<file path="src/rtl/pipe_pkg.sv">
// ---------------------------------------------------------------------------
// pipe_pkg: shared definitions for the generic pipeline-register stages
// (ID/EX, EX/MEM, MEM/WB).
//   - control-vector bit indices and width
//   - default kill mask: the side-effecting control bits that must read 0
//     whenever a stage output is not valid
//   - ID/EX payload field offsets used by the instantiating decode stage
// ---------------------------------------------------------------------------
package pipe_pkg;

    // Control vector layout
    localparam int CTRL_REGDST    = 0;
    localparam int CTRL_BRANCH    = 1;
    localparam int CTRL_MEMREAD   = 2;
    localparam int CTRL_MEMTOREG  = 3;
    localparam int CTRL_ALUSRC    = 4;
    localparam int CTRL_MEMWRITE  = 5;
    localparam int CTRL_REGWRITE  = 6;
    localparam int CTRL_CONDMOV   = 7;
    localparam int CTRL_ALUOP_LSB = 8;
    localparam int CTRL_ALUOP_W   = 4;
    localparam int CTRL_W         = 12;

    // Bits that change architectural state; a bubble must never assert them.
    localparam logic [CTRL_W-1:0] KILL_MASK_DEFAULT = CTRL_W'(
        (1 << CTRL_BRANCH)   | (1 << CTRL_MEMREAD) | (1 << CTRL_MEMWRITE) |
        (1 << CTRL_REGWRITE) | (1 << CTRL_CONDMOV));

    // ID/EX payload layout (packed by the decode stage)
    localparam int IDEX_RD1_LSB   = 0;
    localparam int IDEX_RD1_W     = 32;
    localparam int IDEX_RD2_LSB   = 32;
    localparam int IDEX_RD2_W     = 32;
    localparam int IDEX_IMM_LSB   = 64;
    localparam int IDEX_IMM_W     = 32;
    localparam int IDEX_RT_LSB    = 96;
    localparam int IDEX_RT_W      = 5;
    localparam int IDEX_RD_LSB    = 101;
    localparam int IDEX_RD_W      = 5;
    localparam int IDEX_PCADD_LSB = 106;
    localparam int IDEX_PCADD_W   = 6;   // low bits of PC+4 carried to EX
    localparam int IDEX_DATA_W    = IDEX_PCADD_LSB + IDEX_PCADD_W;

endpackage

</file>
<file path="src/rtl/pipe_skid_reg.sv">
// ---------------------------------------------------------------------------
// pipe_skid_reg: one valid bit plus a data word, used both as the main (M)
// and the skid (S) entry of a pipeline stage.
//   Clk, Rst_n : clock, asynchronous active-low reset
//   load       : capture d and mark the entry valid
//   clear      : invalidate the entry (wins over load; data is left as is)
//   d / q      : data in / held data
//   valid      : entry holds a live instruction
// ---------------------------------------------------------------------------
module pipe_skid_reg #(
    parameter int W = 8
) (
    input  logic         Clk,
    input  logic         Rst_n,
    input  logic         load,
    input  logic         clear,
    input  logic [W-1:0] d,
    output logic         valid,
    output logic [W-1:0] q
);

    // NOTE: sequential state uses non-blocking assignments so every flop
    // samples pre-edge values regardless of block ordering.
    always_ff @(posedge Clk or negedge Rst_n) begin
        if (!Rst_n) begin
            valid <= 1'b0;
            // NOTE: the data word is reset as well, so a freshly reset stage
            // presents all-zero payload and control rather than stale bits.
            q     <= '0;
        end else begin
            if (clear) begin
                valid <= 1'b0;
            end else if (load) begin
                valid <= 1'b1;
            end
            if (load && !clear) begin
                q <= d;
            end
        end
    end

endmodule

</file>
<file path="src/rtl/idex_pipe_stage.sv">
// ---------------------------------------------------------------------------
// idex_pipe_stage: generic valid/ready pipeline register between two stages.
//   Clk, Rst_n          : clock, asynchronous active-low reset
//   in_valid/in_ready   : upstream handshake
//   in_data/in_ctrl     : upstream payload and control vector
//   flush               : synchronous kill of every held entry
//   out_valid/out_ready : downstream handshake (out_ready=0 stalls)
//   out_data/out_ctrl   : downstream payload and control; KILL_MASK bits of
//                         out_ctrl read 0 whenever out_valid is 0
//   occupancy           : number of entries held (0..2)
// SKID=1 adds a second entry so in_ready can come straight from a flop;
// SKID=0 is a single register whose in_ready is combinational.
// ---------------------------------------------------------------------------
module idex_pipe_stage #(
    parameter int                    DATA_W    = pipe_pkg::IDEX_DATA_W,
    parameter int                    CTRL_W    = pipe_pkg::CTRL_W,
    parameter logic [CTRL_W-1:0]     KILL_MASK = CTRL_W'(pipe_pkg::KILL_MASK_DEFAULT),
    parameter bit                    SKID      = 1'b1
) (
    input  logic              Clk,
    input  logic              Rst_n,
    input  logic              in_valid,
    output logic              in_ready,
    input  logic [DATA_W-1:0] in_data,
    input  logic [CTRL_W-1:0] in_ctrl,
    input  logic              flush,
    output logic              out_valid,
    input  logic              out_ready,
    output logic [DATA_W-1:0] out_data,
    output logic [CTRL_W-1:0] out_ctrl,
    output logic [1:0]        occupancy
);

    localparam int W = DATA_W + CTRL_W;

    logic         m_valid, s_valid;
    logic [W-1:0] m_q, s_q, m_d;
    logic         accept, drain;
    logic         m_load, m_clear, s_load, s_clear;

    assign accept = in_valid & in_ready;
    assign drain  = m_valid & out_ready;

    // M refills from S whenever S holds something: S is always the younger
    // entry, and while S is valid no new input can be accepted.
    assign m_d = s_valid ? s_q : {in_ctrl, in_data};

    // NOTE: every always_comb output gets a default first so no path can
    // leave it unassigned and infer a latch.
    always_comb begin
        m_load  = 1'b0;
        m_clear = 1'b0;
        s_load  = 1'b0;
        s_clear = 1'b0;
        if (SKID) begin
            m_load  = (drain & s_valid) | (accept & (!m_valid | drain) & !s_valid);
            m_clear = drain & !s_valid & !accept;
            s_load  = accept & m_valid & !drain;
            s_clear = drain & s_valid;
        end else begin
            m_load  = accept;
            m_clear = drain & !accept;
        end
        // Flush wins over everything: a draining entry still leaves this
        // cycle, but nothing is loaded and both entries empty.
        if (flush) begin
            m_load  = 1'b0;
            s_load  = 1'b0;
            m_clear = 1'b1;
            s_clear = 1'b1;
        end
    end

    pipe_skid_reg #(.W(W)) u_main (
        .Clk   (Clk),
        .Rst_n (Rst_n),
        .load  (m_load),
        .clear (m_clear),
        .d     (m_d),
        .valid (m_valid),
        .q     (m_q)
    );

    pipe_skid_reg #(.W(W)) u_skid (
        .Clk   (Clk),
        .Rst_n (Rst_n),
        .load  (s_load),
        .clear (s_clear),
        .d     ({in_ctrl, in_data}),
        .valid (s_valid),
        .q     (s_q)
    );

    generate
        if (SKID) begin : g_reg_ready
            logic ready_q;
            logic s_valid_next;

            assign s_valid_next = !s_clear & (s_load | s_valid);

            // Registered copy of !S.valid; resets low so the stage only
            // starts accepting one cycle after reset release.
            always_ff @(posedge Clk or negedge Rst_n) begin
                if (!Rst_n) begin
                    ready_q <= 1'b0;
                end else begin
                    ready_q <= !s_valid_next;
                end
            end

            assign in_ready = ready_q;
        end else begin : g_comb_ready
            assign in_ready = !m_valid | out_ready;
        end
    endgenerate

    assign out_valid = m_valid;
    assign out_data  = m_q[DATA_W-1:0];
    assign out_ctrl  = m_q[W-1:DATA_W] & ~(m_valid ? {CTRL_W{1'b0}} : KILL_MASK);
    assign occupancy = {1'b0, m_valid} + {1'b0, s_valid};

endmodule

</file>
<file path="config.mk">
export PLATFORM = sky130hd
export DESIGN_NAME = idex_pipe_stage
export DESIGN_NICKNAME = d
export VERILOG_FILES = /design/src/rtl/pipe_pkg.sv /design/src/rtl/pipe_skid_reg.sv /design/src/rtl/idex_pipe_stage.sv
export SDC_FILE = /design/constraint.sdc
export NUM_CORES = 1
export LEC_CHECK = 0
export ABC_AREA = 1
export BUFFER_PORTS_ARGS = -buffer_cell sky130_fd_sc_hd__buf_2
export CAP_MARGIN = 10
export CORE_ASPECT_RATIO = 2
export CORE_MARGIN = 1.5
export CORE_UTILIZATION = 55
export CTS_CLUSTER_SIZE = 40
export DETAILED_ROUTE_END_ITERATION = 8
export GPL_TIMING_DRIVEN = 0
export PLACE_DENSITY_LB_ADDON = 0.3
export RECOVER_POWER = 100
export SLEW_MARGIN = 10
export SYNTH_ARGS = -nofsm -noshare
export SYNTH_HDL_FRONTEND = slang
export SYNTH_SLANG_ARGS = --single-unit
</file>
<file path="constraint.sdc">
create_clock -name Clk -period 1.65 [get_ports Clk]
set_clock_uncertainty 0.05 [all_clocks]
set_input_delay 0.2475 -clock Clk [delete_from_list [all_inputs] [get_ports Clk]]
set_output_delay 0.2475 -clock Clk [all_outputs]
set_load 0.02 [all_outputs]
</file>
# --- Yosys cells after proc, flatten, opt, wreduce, memory -nomap -nowiden ---
# Index checks and enable logic that the tools add are counted.
totals:
  in_bits: 129
  register_bits: 251
  output_inout_bits: 128
  elab_cells: 42
op_classes:
  n_mux: 10
  n_addsub: 1
  reduce_logical: 11
  n_bitwise: 15
op_table:
  columns: ["operator", "n"]
  rows:
  - ["124-bit two-way mux", 1]
  - ["12-bit bitwise AND", 1]
  - ["8-bit inverter with 12-bit output", 1]
  - ["1-bit bitwise AND", 10]
  - ["1-bit two-way mux", 8]
  - ["8-bit two-way mux", 1]
  - ["1-bit logical NOT", 7]
  - ["2-bit nonzero test", 2]
  - ["1-bit OR", 3]
  - ["1-bit by 1-bit adder with 2-bit output", 1]
  - ["1-bit logical AND", 2]

# --- Depth between registers and ports, before layout ---
# Gate-level depths: netlist of run 1.
logic_depth:
  depth_word: 8
  depth_mapped: 9
  mapped_depth_nobuf: 6

# --- Cells and area by module ---
# From an unflattened synthesis of run 1, not the netlist that was laid out.
hier_totals:
  hier_cells: 1512
  area_unflattened_um2: 11612.4
by_module_without_submodules:
  columns: ["mod", "n_inst", "area_per_inst_um2", "seq_area_each_um2", "cells_per_inst"]
  rows:
  - ["pipe_skid_reg", 2, 4948.5, 3128.0, 541]
  - ["idex_pipe_stage", 1, 1715.4, 25.0, 430]

# --- Worst setup path after synthesis of run 1 ---
# No wires, ideal clock.
synth_path:
  path_kind: "flip-flop to flip-flop"
  start: "reg u_main.valid"
  end: "reg u_main.q[31]"
  path_stages_with_launch: 9
  slack_ns: 0.126
  n_path_buf: 3
  arrival_time_ns: 1.352
  synth_period_minus_slack_ns: 1.524
  required_ns: 1.479
  setup_ns: 0.121
  cell_sequence: "dfrtp_1 > buf_4 > inv_2 > nand2_1 > nand2_4 > buf_4 > buf_2 > o21bai_1 > nand2_1"
synth_between:
  elab_chain_cells: 7
  elab_cells_between_ends: 13
  classes_between: "2 x mux; 8 x bitwise; 3 x reduce/logical"
synth_lines:
  columns: ["item", "line", "text"]
  rows:
  - ["from (decl)", "pipe_skid_reg.sv:18", "output logic valid,"]
  - ["from (signal assigned)", "pipe_skid_reg.sv:26", "valid <= 1'b0;"]
  - ["from (signal assigned)", "pipe_skid_reg.sv:32", "valid <= 1'b0;"]
  - ["from (signal assigned)", "pipe_skid_reg.sv:34", "valid <= 1'b1;"]
  - ["1-bit bitwise AND or 1-bit logical NOT (tied branches)", "idex_pipe_stage.sv:42, idex_pipe_stage.sv:56", null]
  - ["1-bit OR", "idex_pipe_stage.sv:56", "m_load = (drain & s_valid) | (accept & (!m_valid | drain) & !s_valid);"]
  - ["1-bit bitwise AND (2 in series)", "idex_pipe_stage.sv:56", null]
  - ["1-bit OR", "idex_pipe_stage.sv:56", null]
  - ["1-bit two-way mux", "idex_pipe_stage.sv:66", "if (flush) begin"]
  - ["1-bit logical AND *", "pipe_skid_reg.sv:36", "if (load && !clear) begin"]
  - ["to (signal assigned)", "pipe_skid_reg.sv:29", "q <= '0;"]
  - ["to (signal assigned)", "pipe_skid_reg.sv:37", "q <= d;"]
  - ["to (decl)", "pipe_skid_reg.sv:19", "output logic [W-1:0] q"]
# Every way passes the cells marked *; elsewhere a longest branch is shown, timed or not.
# A chain may end at the register's enable or synchronous reset.

# --- Worst setup path after layout of run 1 ---
layout_path:
  start: "reg u_main.valid"
  end: "out out_ctrl[7]"
layout_between:
  elab_chain_cells: 3
layout_lines:
  columns: ["item", "line", "text"]
  rows:
  - ["8-bit two-way mux", "idex_pipe_stage.sv:119", "assign out_ctrl = m_q[W-1:DATA_W] & ~(m_valid ? {CTRL_W{1'b0}} : KILL_MASK);"]
  - ["8-bit inverter with 12-bit output", "idex_pipe_stage.sv:119", null]
  - ["12-bit bitwise AND", "idex_pipe_stage.sv:119", null]
  - ["to (decl)", "idex_pipe_stage.sv:30", "output logic [CTRL_W-1:0] out_ctrl,"]
# Every way passes these cells.

==> metrics.txt, run 1 <==
worst r2r src u_skid.valid$_DFFE_PN0P_; Multi-input gate area 4260 sq um; sequential share of power 42.8%; WL/cell roughly 15 um; final hold violation count 0; largest net degree at the start of global routing approximately 110; Max Cap Viol 0; Synth area leaders dfrtp_1, nand2_1, inv_1, buf_4, o21bai_1; sw power 6.31 mW; unrepaired setup endpoints after global routing yes; fill count 1,647; HP Class input port to register; RR Endpoint u_main.q[97]$_DFFE_PN0P_; Least-Margin Pin Slew roughly 0.84 ns; Internal 13.4 mW; synthesized flop and latch total approximately 250; FF/Latch Area between 6000 and 7000 sq um; Post-synth ARST share 100%; Mapped Nets 1,740; critical path type register to output pin; count leader, synth nand2_1; Tot Pwr 19.7 mW; failing checks negative setup slack; Starting Density 56.3%; height of the die 219 um; Final Net Count 2,157; Syn Inst Count between 1,500 and 2,000; register area share after synthesis 49.1%; cell depth of the worst flop-to-flop path 6; critical path endpoint category output pin; Worst Min Path Start out_ready; Routed WL between 30,000 and 40,000 um; count of flip-flops with a built-in enable after synthesis 0; Worst path max stage delay 0.46 ns; core area about 23,000 sq um; clock-pin slew on the worst setup and hold paths 0.07 ns; Worst setup SP type register; synth cell count leaders nand2_1, inv_1, dfrtp_1, o21ai_0, buf_4; row cnt 78; P_leak about 9.0 nW; H-Tree Level Count 1; CTS max path bufs 3; crit path time final 1.68 ns; Synth Cell Area 12,800 sq um; routed via count 11,600; combinational power share between 20% and 30%; CTS buffer count 23; fin area 16,800 sq um; Synth area leader dfrtp_1; Pwr Density 1170 nW/um^2; Syn Area/Cell between 7 and 8 sq um; initial antenna violation count 1; cells along the critical path buf_8 > nand2_2 > inv_2 > buf_6; post-DP HPWL about 23,000 um; CP delay by family, top flip-flops; VDD IR-drop max about 0.92 mV; grt total ovfl 0; fin crit share 102%; Yosys warning total 0; die area 24,300 sq um; die width 111 um; Max Slew Vio Count 0; drt pass-1 iters 5; Final ANT Viol Nets 0; Worst Path Max Fanout 8; Required @ worst endpoint approximately 1.4 ns; slowest library cell on the worst path dfrtp_2; DR vias/cell roughly 5; drt drc 0; post-synth top area share 49.1%; Clock power frac 28.5%; Post-synth top flop dfrtp_1; CTS tree built; maximum clock rate just under 0.6 GHz; first-pass GRT wire length 57,300 um; hold_ws 0.0492 ns; insertion delay to the later sink of the worst-skew pair 0.52 ns; Port Buf Inserts 256; CP arrival 1.38 ns; post-layout util 74.0%; setup ws final -0.0262 ns; GPL Wtd Cong 0.818; vias in the first global route 11,900; Final setup viols 7; Hold Path Sink u_main.valid$_DFFE_PN0P_; sw frac about 32%; Boundary Pins 257; Sink Count 251; initial drt markers 509; Hold Path Depth 4; worst rel slew slack approximately 44%; GRT Total Usage 29.1%; Post-DP Area between 10,000 and 15,000 sq um; Worst Path Buf+Inv 3; Distinct cells, synth 19; clk root buf clkbuf_16; pre-CTS setup slack -0.250 ns; Area growth, synth to finish 31.5%; status complete, but fails checks; ratio of cells with drive above 1 in the final layout 21.4%; r2r setup slk 0 ns
-- timing repair --
item | in CTS | in global routing
buffers inserted | 6 | 2
endpoints found under the setup margin | 247 | 209
gates cloned | 0 | 2
hold buffers | 125 | 0
pin swaps | 4 | 12
resized for setup | 66 | 88
endpoints found under the hold margin | 185 | 0
-- cell usage in the layout (no fill, tap or decap) --
cell type        n
clkinv_2         7
o21bai_1       124
dfrtp_1        250
inv_1          250
nand2_8          2
clkinvlp_4       1
o21ai_0        126
buf_2          153
nor2_8           1
buf_6           23
nand3_1          1
bufinv_16        3
nor2_4           1
dfrtp_2          1
clkbuf_2        32
inv_4            1
buf_1            1
nand2_2          6
nand2_1        497
buf_4          150
inv_2            7
o21ai_1        122
clkbuf_16       24
clkbuf_8         4
clkbuf_1       108
a31oi_1          1
dlygate4sd3_1  125
clkinv_4         2
buf_12           3
diode_2          1
clkbuf_4         2
o21bai_4         1
nand2_4          5
buf_8            8
ha_4             1
-- through the flow --
stage                     std cells  setup TNS [ns]
after floorplan                1610               0
after global placement         2146        -1075.44
after detailed placement       2148          -35.53
after CTS                      2320          -0.217
after global routing           2324           -2.96
final                          2324          -0.111
-- sequential cells by signal (all words and copies together) (netlist names) --
register,flops
u_skid.q,124
in_ready,1
u_skid.valid,1
u_main.q,124
u_main.valid,1
-- power by group through the flow --
stage	Combinational, mW	Sequential (mW)	Clock (mW)
2_1_floorplan	3.87	8.28	0
3_3_place_gp	5.14	8.43	0
3_5_place_dp	5.29	8.49	0
4_1_cts	5.65	8.40	5.69
5_1_grt	6.23	8.59	5.91
6_report	5.65	8.44	5.62
-- layout make-up --
class	count	share of cell area [%]
flip-flops and latches	251	37.3
multi-input cells	888	25.3
repair buffers	392	15.3
plain buffers	213	9.59
inverters	258	5.77
clock buffers	28	3.77
well taps	280	2.08
clock inverters	13	0.892
diodes	1	0.0149
-- routing by layer --
metal  vias up  share of wire (%)  wire length (um)  track usage, %
li1       5616                  -                 -               -
met1      5490                 36             13000            31.2
met2       411                 54             19200            54.7
met3       125                4.7              1670            4.02
met4         0                5.2              1870            15.9
met5         -                  0                 0               0
-- logic make-up (layout without fill, tap and decap cells) --
group,count (synthesis),count (layout),synth area share (%)
and+or+nand+nor,512,513,15.3
adders and majority gates,1,1,0.0977
other,0,1,0
AOI/OAI and AO/OA,374,374,17.1
buffers and inverters,472,904,18.4
DFF,251,251,49.1
-- worst min-delay path: stages --
cell     delay, ns
buf_2         0.09
inv_1         0.06
nand2_4       0.11
a31oi_1       0.08
-- worst max-delay path by stage --
stage | start | end | cells past startpoint
after global routing | u_main.valid$_DFFE_PN0P_ | out_ctrl[6] | 4
after floorplan | u_main.valid$_DFFE_PN0P_ | u_main.q[31]$_DFFE_PN0P_ | 8
after global placement | Rst_n | u_main.q[34]$_DFFE_PN0P_ | 1
after CTS | u_main.valid$_DFFE_PN0P_ | occupancy[0] | 2
final | u_main.valid$_DFFE_PN0P_ | out_ctrl[7] | 4
after detailed placement | u_skid.valid$_DFFE_PN0P_ | u_main.q[19]$_DFFE_PN0P_ | 8
(Power assumes the default switching activity.)
==> run 2: changes to the inputs <==
SYNTH_HIERARCHICAL = 1   (was unset)
clock period = 1.9 ns   (was 1.65 ns; I/O delays follow)
==> metrics.txt, run 2 <==
maximum clock rate 0.534 GHz; commonest cells after routing, fill and taps aside nand2_1, dfrtp_1, nand3_1; H-Tree Level Count 1; Sink Count approximately 250; Final setup viols 0; met3 Resource Use GR approximately 4.2%; Worst setup SP type register; critical path type register to register; Boundary Pins approximately 260; clock-pin slew on the worst setup and hold paths 0.07 ns; Final ANT Viol Nets 0; post-synth top area share between 50% and 60%; VDD IR-drop max 0.872 mV; row cnt 75; largest net degree at the start of global routing ~110; ratio of cells with drive above 1 in the final layout 16.6%; core area 20,800 sq um; Synth area leaders dfrtp_1, nand2_1, nand3_1, buf_4, buf_2; Largest regs u_main/q x124, u_skid/q x124; GPL Wtd Cong 0.845; Syn Area/Cell 7.68 sq um; synth cell count leaders nand2_1, dfrtp_1, nand3_1, buf_2, buf_4; GRT busiest layer met2; Post-synth top flop dfrtp_1; initial antenna violation count 0; Mapped Nets 1,642; initial drt markers 670; Synth area leader dfrtp_1; Final Net Count 2,051; Syn Inst Count around 1,500; Max Cap Viol 0; vias in the first global route 11,900; fin cells 2,205; most common cell after layout, fill and taps aside nand2_1; GRT Total Usage 31.8%; Starting Density 55.7%; first-pass GRT wire length 56,600 um; GR Util met1 34.6%; r2r setup slk 0.03 ns; CTS max path bufs 3; WL/cell 16.4 um; Inst Count DP ~2,000; final hold violation count 0; fin crit share 98.5%; CP arrival 2.26 ns; die area around 22,000 sq um; HP Class input port to register; crit path time final about 1.9 ns; FF/Latch Area roughly 6300 sq um; Yosys warning total 6; insertion delay to the later sink of the worst-skew pair 0.50 ns; CTS tree built; worst rel slew slack between 30% and 40%; Multi-input gate area 4710 sq um; register area share after synthesis 54.1%; unrepaired setup endpoints after global routing yes; routed via count approximately 12,000; drt pass-1 iters 5; critical path endpoint category register; fill count 1,623; Port Buf Inserts about 260; Worst Path Max Fanout 8; Post-synth ARST share between 90% and 100%; post-DP HPWL between 20,000 and 25,000 um; count leader, synth nand2_1; Pwr Density around 980 nW/um^2; Distinct cells, synth 15; Routed WL 36,200 um; clk root buf clkbuf_16; post-layout util ~75%; Synth Cell Area 11,600 sq um; count of flip-flops with a built-in enable after synthesis 0; CTS buffer count 23; synthesized flop and latch total 251; Required @ worst endpoint 2.29 ns; diode count 0; Least-Margin Pin Slew 0.983 ns; DR vias/cell 5.32; height of the die 208 um; status completed; Tot Pwr about 15 mW; met2 Usage GRT 59.0%; Max Slew Vio Count 0; grt total ovfl 0; drt drc 0; Area growth, synth to finish 34.2%; die width ~110 um; P_leak 8.72 nW
-- run 2: cell types whose count changed after synthesis, moves of 2 or more --
cell	delta
nand2_1	+380
nand3_1	+249
inv_1	-247
o21ai_0	-128
o21bai_1	-125
o21ai_1	-120
buf_4	-85
clkbuf_1	-18
buf_1	-2
buf_6	-2
nand2_2	-2
nor2_1	+2
-- run 2: through the flow --
stage                TNS, ns  setup slack, ns  hold WS, ns  area, sq um
finish                     0           0.0288      0.00820        15600
global route          -0.158          -0.0264      0.00240        15600
CTS                        0          0.00296     0.000298        15100
detailed placement    -26.27           -0.279        0.156        13300
global placement    -1004.14            -3.93        0.398        13200
floorplan                  0            0.156      -0.0606        11600
-- run 2: path summary, 6_finish.rpt --
path                                                 from                         to  cells after the start
max in group asynchronous                           Rst_n   u_main/valid$_DFFE_PN0P_                      3
worst max register to register   u_skid/valid$_DFFE_PN0P_   u_main/q[34]$_DFFE_PN0P_                     10
worst max-delay path             u_skid/valid$_DFFE_PN0P_   u_main/q[34]$_DFFE_PN0P_                     10
worst min-delay path                          in_data[14]   u_skid/q[14]$_DFFE_PN0P_                      3
worst min register to register  u_main/q[109]$_DFFE_PN0P_  u_main/q[109]$_DFFE_PN0P_                      2
min in group asynchronous                           Rst_n   u_main/q[28]$_DFFE_PN0P_                      2
-- run 2: critical path: stages (launching register included) --
cell and delay [ns]:
dfrtp_1 0.40, buf_8 0.15, buf_8 0.12, nor2_4 0.08
nand2_1 0.06, a21oi_2 0.19, buf_12 0.20, buf_12 0.18
buf_8 0.13, nand3_1 0.10, nand2_1 0.12
-- run 2: timing repair --
action	4_1_cts	5_1_grt
hold buffers	102	0
resized for setup	9	92
gates cloned	0	13
hold endpoints to repair	144	0
pin swaps	0	17
setup endpoints to repair	214	197
setup buffers	3	9
-- run 2: metal layers --
layer / vias up / wire [um]
li1: 5531 / -
met1: 5531 / 12700
met2: 534 / 19800
met3: 124 / 1940
met4: 0 / 1850
met5: - / 0
-- run 2: logic make-up (layout without fill, tap and decap cells) --
group                    Yosys count  in the layout  share of synthesized area, %
buffers and inverters            119            541                          6.07
AND/OR/NAND/NOR                 1140           1142                          39.7
flip-flops                       251            251                          54.1
adder cells (fa/ha/maj)            1              1                         0.108
AO/OA/AOI/OAI                      1              1                        0.0431
-- run 2: power by group --
part           total, mW  switching (mW)  internal (mW)
clock network       4.70            2.01           2.68
logic               3.51            2.29           1.22
registers           7.12           0.650           6.47
total               15.3            4.96           10.4
-- run 2: cell type report --
| cell class | count | share of cell area (%) |
|---|---|---|
| tap | 269 | 2.16 |
| clock buffer | 29 | 4.16 |
| inverter | 11 | 0.361 |
| sequential | 251 | 40.3 |
| timing repair buffer | 383 | 16.5 |
| buffer | 107 | 5.60 |
| clock inverter | 11 | 0.699 |
| multi-input combinational | 1144 | 30.2 |
